--- src/rtl/paralelo_lane_arbiter.sv ---
// Word-rate lane controller: link training, then round-robin burst-limited arbitration
// between two show-ahead FIFOs. Define ARB_FIXED_PRIO_EN for fixed priority (source 0 first).
module paralelo_lane_arbiter #(
  parameter int                DATA_W      = 8,
  parameter int                TRAIN_WORDS = 4,
  parameter int                MAX_BURST   = 4,
  parameter logic [DATA_W-1:0] IDLE_SYM    = 8'hBC
) (
  input  logic              clkf,
  input  logic              reset,
  input  logic              enable,
  input  logic [DATA_W-1:0] fifo0_data,
  input  logic              fifo0_empty,
  output logic              fifo0_pop,
  input  logic [DATA_W-1:0] fifo1_data,
  input  logic              fifo1_empty,
  output logic              fifo1_pop,
  output logic [DATA_W:0]   paralelo,
  output logic              sel,
  output logic              active
);

  localparam int TW = (TRAIN_WORDS > 1) ? $clog2(TRAIN_WORDS) : 1;
  localparam int BW = $clog2(MAX_BURST + 1);
  localparam logic [TW-1:0] TRAIN_LAST = TW'(TRAIN_WORDS - 1);
  localparam logic [BW-1:0] BURST_MAX  = BW'(MAX_BURST);

  typedef enum logic [1:0] {S_IDLE, S_TRAIN, S_ACTIVE} state_t;

  state_t            r_state;
  logic [TW-1:0]     r_train_cnt;
  logic [BW-1:0]     r_burst_cnt;
  logic [DATA_W:0]   r_paralelo;
  logic              r_sel;
  logic              r_active;

  logic              w_arb_en;
  logic              w_grant0;
  logic              w_grant1;
  logic [BW-1:0]     w_burst_nxt;
  logic [DATA_W:0]   w_idle_word;
  logic [DATA_W-1:0] w_gnt_data;

  assign w_idle_word = {1'b0, IDLE_SYM};
  // Pops are gated by reset and enable directly so an abort takes effect mid-cycle.
  assign w_arb_en    = (r_state == S_ACTIVE) && enable && !reset;

`ifdef ARB_FIXED_PRIO_EN
  assign w_grant0    = w_arb_en && !fifo0_empty;
  assign w_grant1    = w_arb_en && fifo0_empty && !fifo1_empty;
  assign w_burst_nxt = '0;
`else
  logic w_cur_ne;
  logic w_oth_ne;
  logic w_keep;
  logic w_switch;
  logic w_gnt_src;

  assign w_cur_ne  = r_sel ? !fifo1_empty : !fifo0_empty;
  assign w_oth_ne  = r_sel ? !fifo0_empty : !fifo1_empty;
  assign w_keep    = w_cur_ne && ((r_burst_cnt < BURST_MAX) || !w_oth_ne);
  assign w_switch  = !w_keep && w_oth_ne;
  assign w_gnt_src = w_keep ? r_sel : ~r_sel;
  assign w_grant0  = w_arb_en && (w_keep || w_switch) && !w_gnt_src;
  assign w_grant1  = w_arb_en && (w_keep || w_switch) &&  w_gnt_src;

  // NOTE: every always_comb output gets a default first so no latch is inferred.
  always_comb begin
    w_burst_nxt = '0;
    if (w_keep)
      w_burst_nxt = (r_burst_cnt == BURST_MAX) ? r_burst_cnt : r_burst_cnt + BW'(1);
    else if (w_switch)
      w_burst_nxt = BW'(1);
  end
`endif

  assign w_gnt_data = w_grant1 ? fifo1_data : fifo0_data;
  assign fifo0_pop  = w_grant0;
  assign fifo1_pop  = w_grant1;

  // NOTE: sequential state uses non-blocking assignments so every register samples pre-edge values.
  always_ff @(posedge clkf or posedge reset) begin
    if (reset) begin
      r_state     <= S_IDLE;
      r_train_cnt <= '0;
      r_burst_cnt <= '0;
      r_paralelo  <= '0;
      r_sel       <= 1'b0;
      r_active    <= 1'b0;
    end else begin
      case (r_state)
        S_IDLE: begin
          r_paralelo  <= w_idle_word;
          r_train_cnt <= '0;
          r_burst_cnt <= '0;
          r_active    <= 1'b0;
          if (enable) r_state <= S_TRAIN;
        end
        S_TRAIN: begin
          r_paralelo <= w_idle_word;
          if (!enable) begin
            r_state     <= S_IDLE;
            r_train_cnt <= '0;
          end else if (r_train_cnt == TRAIN_LAST) begin
            r_state     <= S_ACTIVE;
            r_active    <= 1'b1;
            r_train_cnt <= '0;
          end else begin
            r_train_cnt <= r_train_cnt + TW'(1);
          end
        end
        S_ACTIVE: begin
          if (!enable) begin
            r_paralelo  <= w_idle_word;
            r_state     <= S_IDLE;
            r_active    <= 1'b0;
            r_burst_cnt <= '0;
          end else begin
            r_burst_cnt <= w_burst_nxt;
            if (w_grant0 || w_grant1) begin
              r_paralelo <= {1'b1, w_gnt_data};
              r_sel      <= w_grant1;
            end else begin
              r_paralelo <= w_idle_word;
            end
          end
        end
        default: r_state <= S_IDLE;
      endcase
    end
  end

  assign paralelo = r_paralelo;
  assign sel      = r_sel;
  assign active   = r_active;

endmodule

--- config.mk ---
export PLATFORM = sky130hd
export DESIGN_NAME = paralelo_lane_arbiter
export DESIGN_NICKNAME = d
export VERILOG_FILES = /design/src/rtl/paralelo_lane_arbiter.sv
export SDC_FILE = /design/constraint.sdc
export NUM_CORES = 1
export LEC_CHECK = 0
export CAP_MARGIN = 10
export CORE_MARGIN = 5
export CORE_UTILIZATION = 43
export DETAILED_ROUTE_END_ITERATION = 8
export PLACE_DENSITY = 0.77
export SLEW_MARGIN = 20
export SYNTH_ARGS = -nofsm -noshare
export SYNTH_HDL_FRONTEND = slang
export SYNTH_SLANG_ARGS = --single-unit
--- constraint.sdc ---
create_clock -name clkf -period 1.9 [get_ports clkf]
set_input_delay 0.38 -clock clkf [delete_from_list [all_inputs] [get_ports clkf]]
set_output_delay 0.38 -clock clkf [all_outputs]
set_load 0.02 [all_outputs]
# After elaboration in Yosys (flattened, before gate mapping)
# Index checks and enable logic that the tools add are counted.
[word_totals] regBits=18 input_bits=21 output_inout_bits=13 elab_cells=70
[op_classes] add_sub_neg=2 n_lt_le_gt_ge=1 n_eq_ne=10 muxes=24 n_bitwise=1 n_reduce_logical=26
[ops] op="9-bit two-way mux" n=2
[ops] op="9-bit case mux with 2 select lines" n=1
[ops] op="2-bit two-way mux" n=6
[ops] op="3-bit two-way mux" n=3
[ops] op="8-bit two-way mux" n=1
[ops] op="2-bit != test (second input constant)" n=4
[ops] op="1-bit logical AND" n=7
[ops] op="1-bit two-way mux" n=7
[ops] op="1-bit logical NOT" n=6
[ops] op="2-bit case mux with 3 select lines" n=1
[ops] op="3-bit case mux with 2 select lines" n=1
[ops] op="3-bit AND reduction" n=2
[ops] op="2-bit nonzero test" n=3
[ops] op="2-bit equality test (second input constant)" n=2
[ops] op="4-bit != test (second input constant)" n=1
[ops] op="2-bit case mux with 2 select lines" n=1
[ops] op="4-bit AND reduction" n=1
[ops] op="3-bit by 1-bit adder with 3-bit output (second input constant)" n=1
[ops] op="3-bit equality test (second input constant)" n=1
[ops] op="1-bit logical OR" n=3
[ops] op="3-bit less-than comparator (second input constant)" n=1
[ops] op="3-bit != test (second input constant)" n=1
[ops] op="1-bit case mux with 3 select lines" n=1
[ops] op="3-bit nonzero test" n=1
[ops] op="6 further kinds" n=6

# Depth between registers and ports, before layout
[depth] ltp_word=14 mapped_depth=6 depth_no_buf=6

# Worst setup path before layout
# OpenSTA, ideal clock, no wires.
[synth_timing] path_type="input port to output port" startpoint="in reset" endpoint="out fifo1_pop" t_arrival_ps=1516 required_time_ps=1520 setup_slack_ps=4 cell_stages=3 n_path_buf=0 path_cell_list="inv_1 -> nand4_1 -> nor2_1"
[synth_via] elab_chain_len=4
[synth_lines] element="from (decl)" line_no="10" text="input logic reset,"
[synth_lines] element="1-bit logical NOT (no line)"
[synth_lines] element="1-bit logical AND" line_no="46" text="assign w_arb_en = (r_state == S_ACTIVE) && enable && !reset;"
[synth_lines] element="1-bit logical AND (2 in a row)" line_no="65" text="assign w_grant1 = w_arb_en && (w_keep || w_switch) && w_gnt_src;"
[synth_lines] element="to (decl)" line_no="17" text="output logic fifo1_pop,"
# No other way between the ends.

# Worst setup path after layout
[layout_timing] startpoint="in fifo1_empty" endpoint="out fifo1_pop"
[layout_via] elab_chain_len=10 elab_cells_between_ends=12 classes_between="mux (3); reduce/logical (9)"
[layout_lines] element="from (decl)" line_no="16" text="input logic fifo1_empty,"
[layout_lines] element="1-bit logical NOT *" line_no="59, 60"
[layout_lines] element="1-bit two-way mux" line_no="60" text="assign w_oth_ne = r_sel ? !fifo0_empty : !fifo1_empty;"
[layout_lines] element="1-bit logical NOT" line_no="61" text="assign w_keep = w_cur_ne && ((r_burst_cnt < BURST_MAX) || !w_oth_ne);"
[layout_lines] element="1-bit logical OR" line_no="61"
[layout_lines] element="1-bit logical AND" line_no="61"
[layout_lines] element="1-bit logical NOT" line_no="62" text="assign w_switch = !w_keep && w_oth_ne;"
[layout_lines] element="1-bit logical AND" line_no="62"
[layout_lines] element="1-bit logical OR" line_no="65"
[layout_lines] element="1-bit logical AND" line_no="65"
[layout_lines] element="1-bit logical AND *" line_no="65"
# Mark *: on every way between the ends. The rest lies on a longest branch, timed or not.

==> metrics.csv <==
stage,metric,value,unit
outcome,status,"complete, no violations",
synth,Post-synth EDFFs,0,
synth,"top cells by area, synth","dfrtp_1, mux2i_1, a21oi_1",
floorplan,num ports,34,
drt,DRC viols,0,
placement,IO buf count,33,
clock_tree,Clock Tree Root,clkbuf_4,
power_and_ir_drop,Max VDD drop,0.4777,mV
timing,headroom to the max-slew limit,75.85,%
worst_setup_path,CP Launch Type,input pin,
cells_and_area,layout cells sized above 1,17.61,%
synth,Synth area leader,dfrtp_1,
global_routing,largest net degree at the start of global routing,19,
synth,ys flop type,dfrtp_1,
synth,Syn Area/Cell,9.917,µm²
floorplan,Site Rows,17,
worst_setup_path,Required @ worst endpoint,1520,ps
timing,worst slew pin tran,360.9,ps
timing,Hold Slack,441.1,ps
cells_and_area,register area,450.4,µm²
placement,dpl cell area,1385,µm²
clock_tree,CTS Buf Count,3,
drt,vias per cell,5.088,
cells_and_area,Antenna Cells,0,
clock_tree,Clock Path Buffers,2,
clock_tree,# clock sinks,18,
job,Max Cap Viol,0,
synth,Synth Instances,95,
synth,Synth warnings,0,
clock_tree,H-tree depth,1,
global_routing,grt total ovfl,0,
timing,Clock Skew,3.108,ps
clock_tree,hold_buf cts,0,
floorplan,Die ar.,3227,µm²
power_and_ir_drop,pwr dens,520.4,nW/µm²
cells_and_area,area occupied by multi-input gates,459.2,µm²
clock_tree,clock-pin transition on the worst setup and hold timing paths,100,ps
synth,"Seq/Total Area, Yosys",47.81,%
cells_and_area,"Design Area, Final",1423,µm²
drt,Routed WL,2.303,mm
clock_tree,CTS tree,built,
global_routing,antenna violations before repair,0,
synth,top-area cell type share of the netlist area,47.81,%
drt,DR vias,865,
floorplan,Initial Utilization,43.86,%
global_routing,vias in the first global route,895,
synth,fraction of registers with async set/reset,100.0,%
power_and_ir_drop,LEAKAGE,0.6548,nW
worst_hold_path,hold crit path type,in -> async,
synth,Synthesized Nets,119,
floorplan,Die Y-Extent,56.81,µm
timing,Final min period,1828,ps
placement,DP Worst Slack,-401.1,ps
worst_setup_path,crit path kind,in -> out,
timing,Tcrit/Tclk final,96.22,%
worst_setup_path,"Buf+Inv Stages, Crit Path",2,
synth,Synth Cell Area,942.2,µm²
cells_and_area,area grow syn2layout,51.00,%
drt,drt pass-1 iters,4,
global_routing,global-route wire length before repair,3.850,mm
timing,setup violators final,0,
timing,fmax,547.0,MHz
clock_tree,Post-CTS Setup Inserts,0,
worst_setup_path,critical-path cell list,"clkdlybuf4s50_1, nand2_1, nand4_1, nor2_1, buf_2",
timing,setup ws final,71.86,ps
global_routing,Total Routing Usage GR,15.83,%
drt,DRT antenna net count,0,
timing,Final Max Tran Viols,0,
power_and_ir_drop,total power,0.7404,mW
worst_setup_path,critical-path maximum fanout,3,
worst_setup_path,"CP delay by family, top",buffers and inverters,
cells_and_area,nets,167,
worst_setup_path,critical path data arrival time,1450,ps
timing,"Hold Vio Cnt, Final",0,
placement,DP Wirelength,1.854,mm
synth,Yosys reg bits,18,
timing,Setup Total Neg Slack,0,ps
worst_setup_path,Worst path max stage delay,460,ps
worst_setup_path,CP Capture Type,output port,
worst_setup_path,Slowest cell on crit path,clkdlybuf4s50_1,
placement,Final GP Congestion,0.7256,
drt,Wirelength per Cell,13.55,µm
timing,unrepaired setup endpoints after global routing,true,
cells_and_area,fillcell total,179,
floorplan,Die W,56.81,µm
floorplan,core area,2148,µm²
clock_tree,worst skew pair latency,300,ps
synth,"Distinct cells, synth",30,
drt,Initial DRC Count,7,
final cells by class:
type | instances | area share (%)
multi-input combinational | 69 | 32.28
sequential | 18 | 31.66
timing repair buffer | 46 | 29.73
clock buffer | 4 | 2.551
tap | 28 | 2.463
inverter | 5 | 1.319
cells in the final DEF, fill, tap and decap left out, types with 2 or more instances in the layout:
master,count
mux2i_1,8
nand2_1,9
clkdlybuf4s50_1,30
nand3_1,7
o21ai_1,3
nor3_1,2
buf_4,14
nor2_1,9
clkbuf_4,3
ha_1,3
o21ai_0,3
dfrtp_1,18
inv_1,5
a21oi_1,8
nor2b_1,2
registers in the layout (all words and copies together) (netlist names):
register,cells
r_state,2
r_train_cnt,2
sel,1
active,1
paralelo,9
r_burst_cnt,3
per-stage QoR:
| step | utilization [%] | cells |
|---|---|---|
| 2_1_floorplan | - | 95 |
| 3_3_place_gp | 64.47 | 166 |
| 3_5_place_dp | 64.47 | 166 |
| 4_1_cts | 65.99 | 170 |
| 5_1_grt | 66.22 | 170 |
| 6_report | 66.22 | 170 |
where the power goes:
group	internal, mW	total, mW	switching [mW]	leakage (nW)
combinational	0.0662	0.110	0.0437	0.412
sequential	0.387	0.390	0.00274	0.222
clock	0.117	0.241	0.124	0.0210
total	0.570	0.740	0.170	0.655
worst min-delay path, cell delays in order:
cell             delay (ps)
clkdlybuf4s50_1         420
inv_1                    80
buf_4                   250
repair_timing:
| item | CTS | global route |
|---|---|---|
| hold endpoints to repair | 0 | 0 |
| setup endpoints to repair | 2 | 2 |
| resized for setup | 7 | 4 |
| pin swaps | 1 | 0 |
path summary, 6_finish.rpt:
| path | from | end | slack, ps | cells past startpoint |
|---|---|---|---|---|
| setup / recovery | fifo1_empty | fifo1_pop | 70 | 5 |
| hold / removal | reset | r_burst_cnt[2] | 440 | 3 |
| setup reg to reg | sel | r_burst_cnt[0] | 400 | 5 |
| hold reg to reg | r_train_cnt[0] | r_train_cnt[0] | 510 | 1 |
| max in group asynchronous | reset | paralelo[1] | 1270 | 3 |
| min in group clkf | r_train_cnt[0] | r_train_cnt[0] | 510 | 1 |
cell usage after synthesis, types with 2 or more instances:
library cell and n:
a21oi_1 8, dfrtp_1 18, ha_1 3, inv_1 5
mux2i_1 8, nand2_1 9, nand3_1 7, nor2_1 9
nor2b_1 2, nor3_1 2, o21ai_0 3, o21ai_1 3
cells by family after synthesis:
family	share of synthesized area, %
xor gates and xnor gates	0.9298
and+or+nand+nor	18.46
buffers and inverters	4.116
muxes	10.09
AOI/OAI and AO/OA	14.61
adders and majority gates	3.984
DFF	47.81
metal layers:
metal | part of all wire [%] | global-route usage, % | up-vias | wire [µm]
met2 | 50 | 25.25 | 22 | 1162
met1 | 42 | 18.16 | 405 | 972
met3 | 3.7 | 4.368 | 7 | 86
li1 | - | - | 431 | -
met5 | 0 | 0 | - | 0
met4 | 3.5 | 10.93 | 0 | 81
Power figures use the tool's default switching activity.
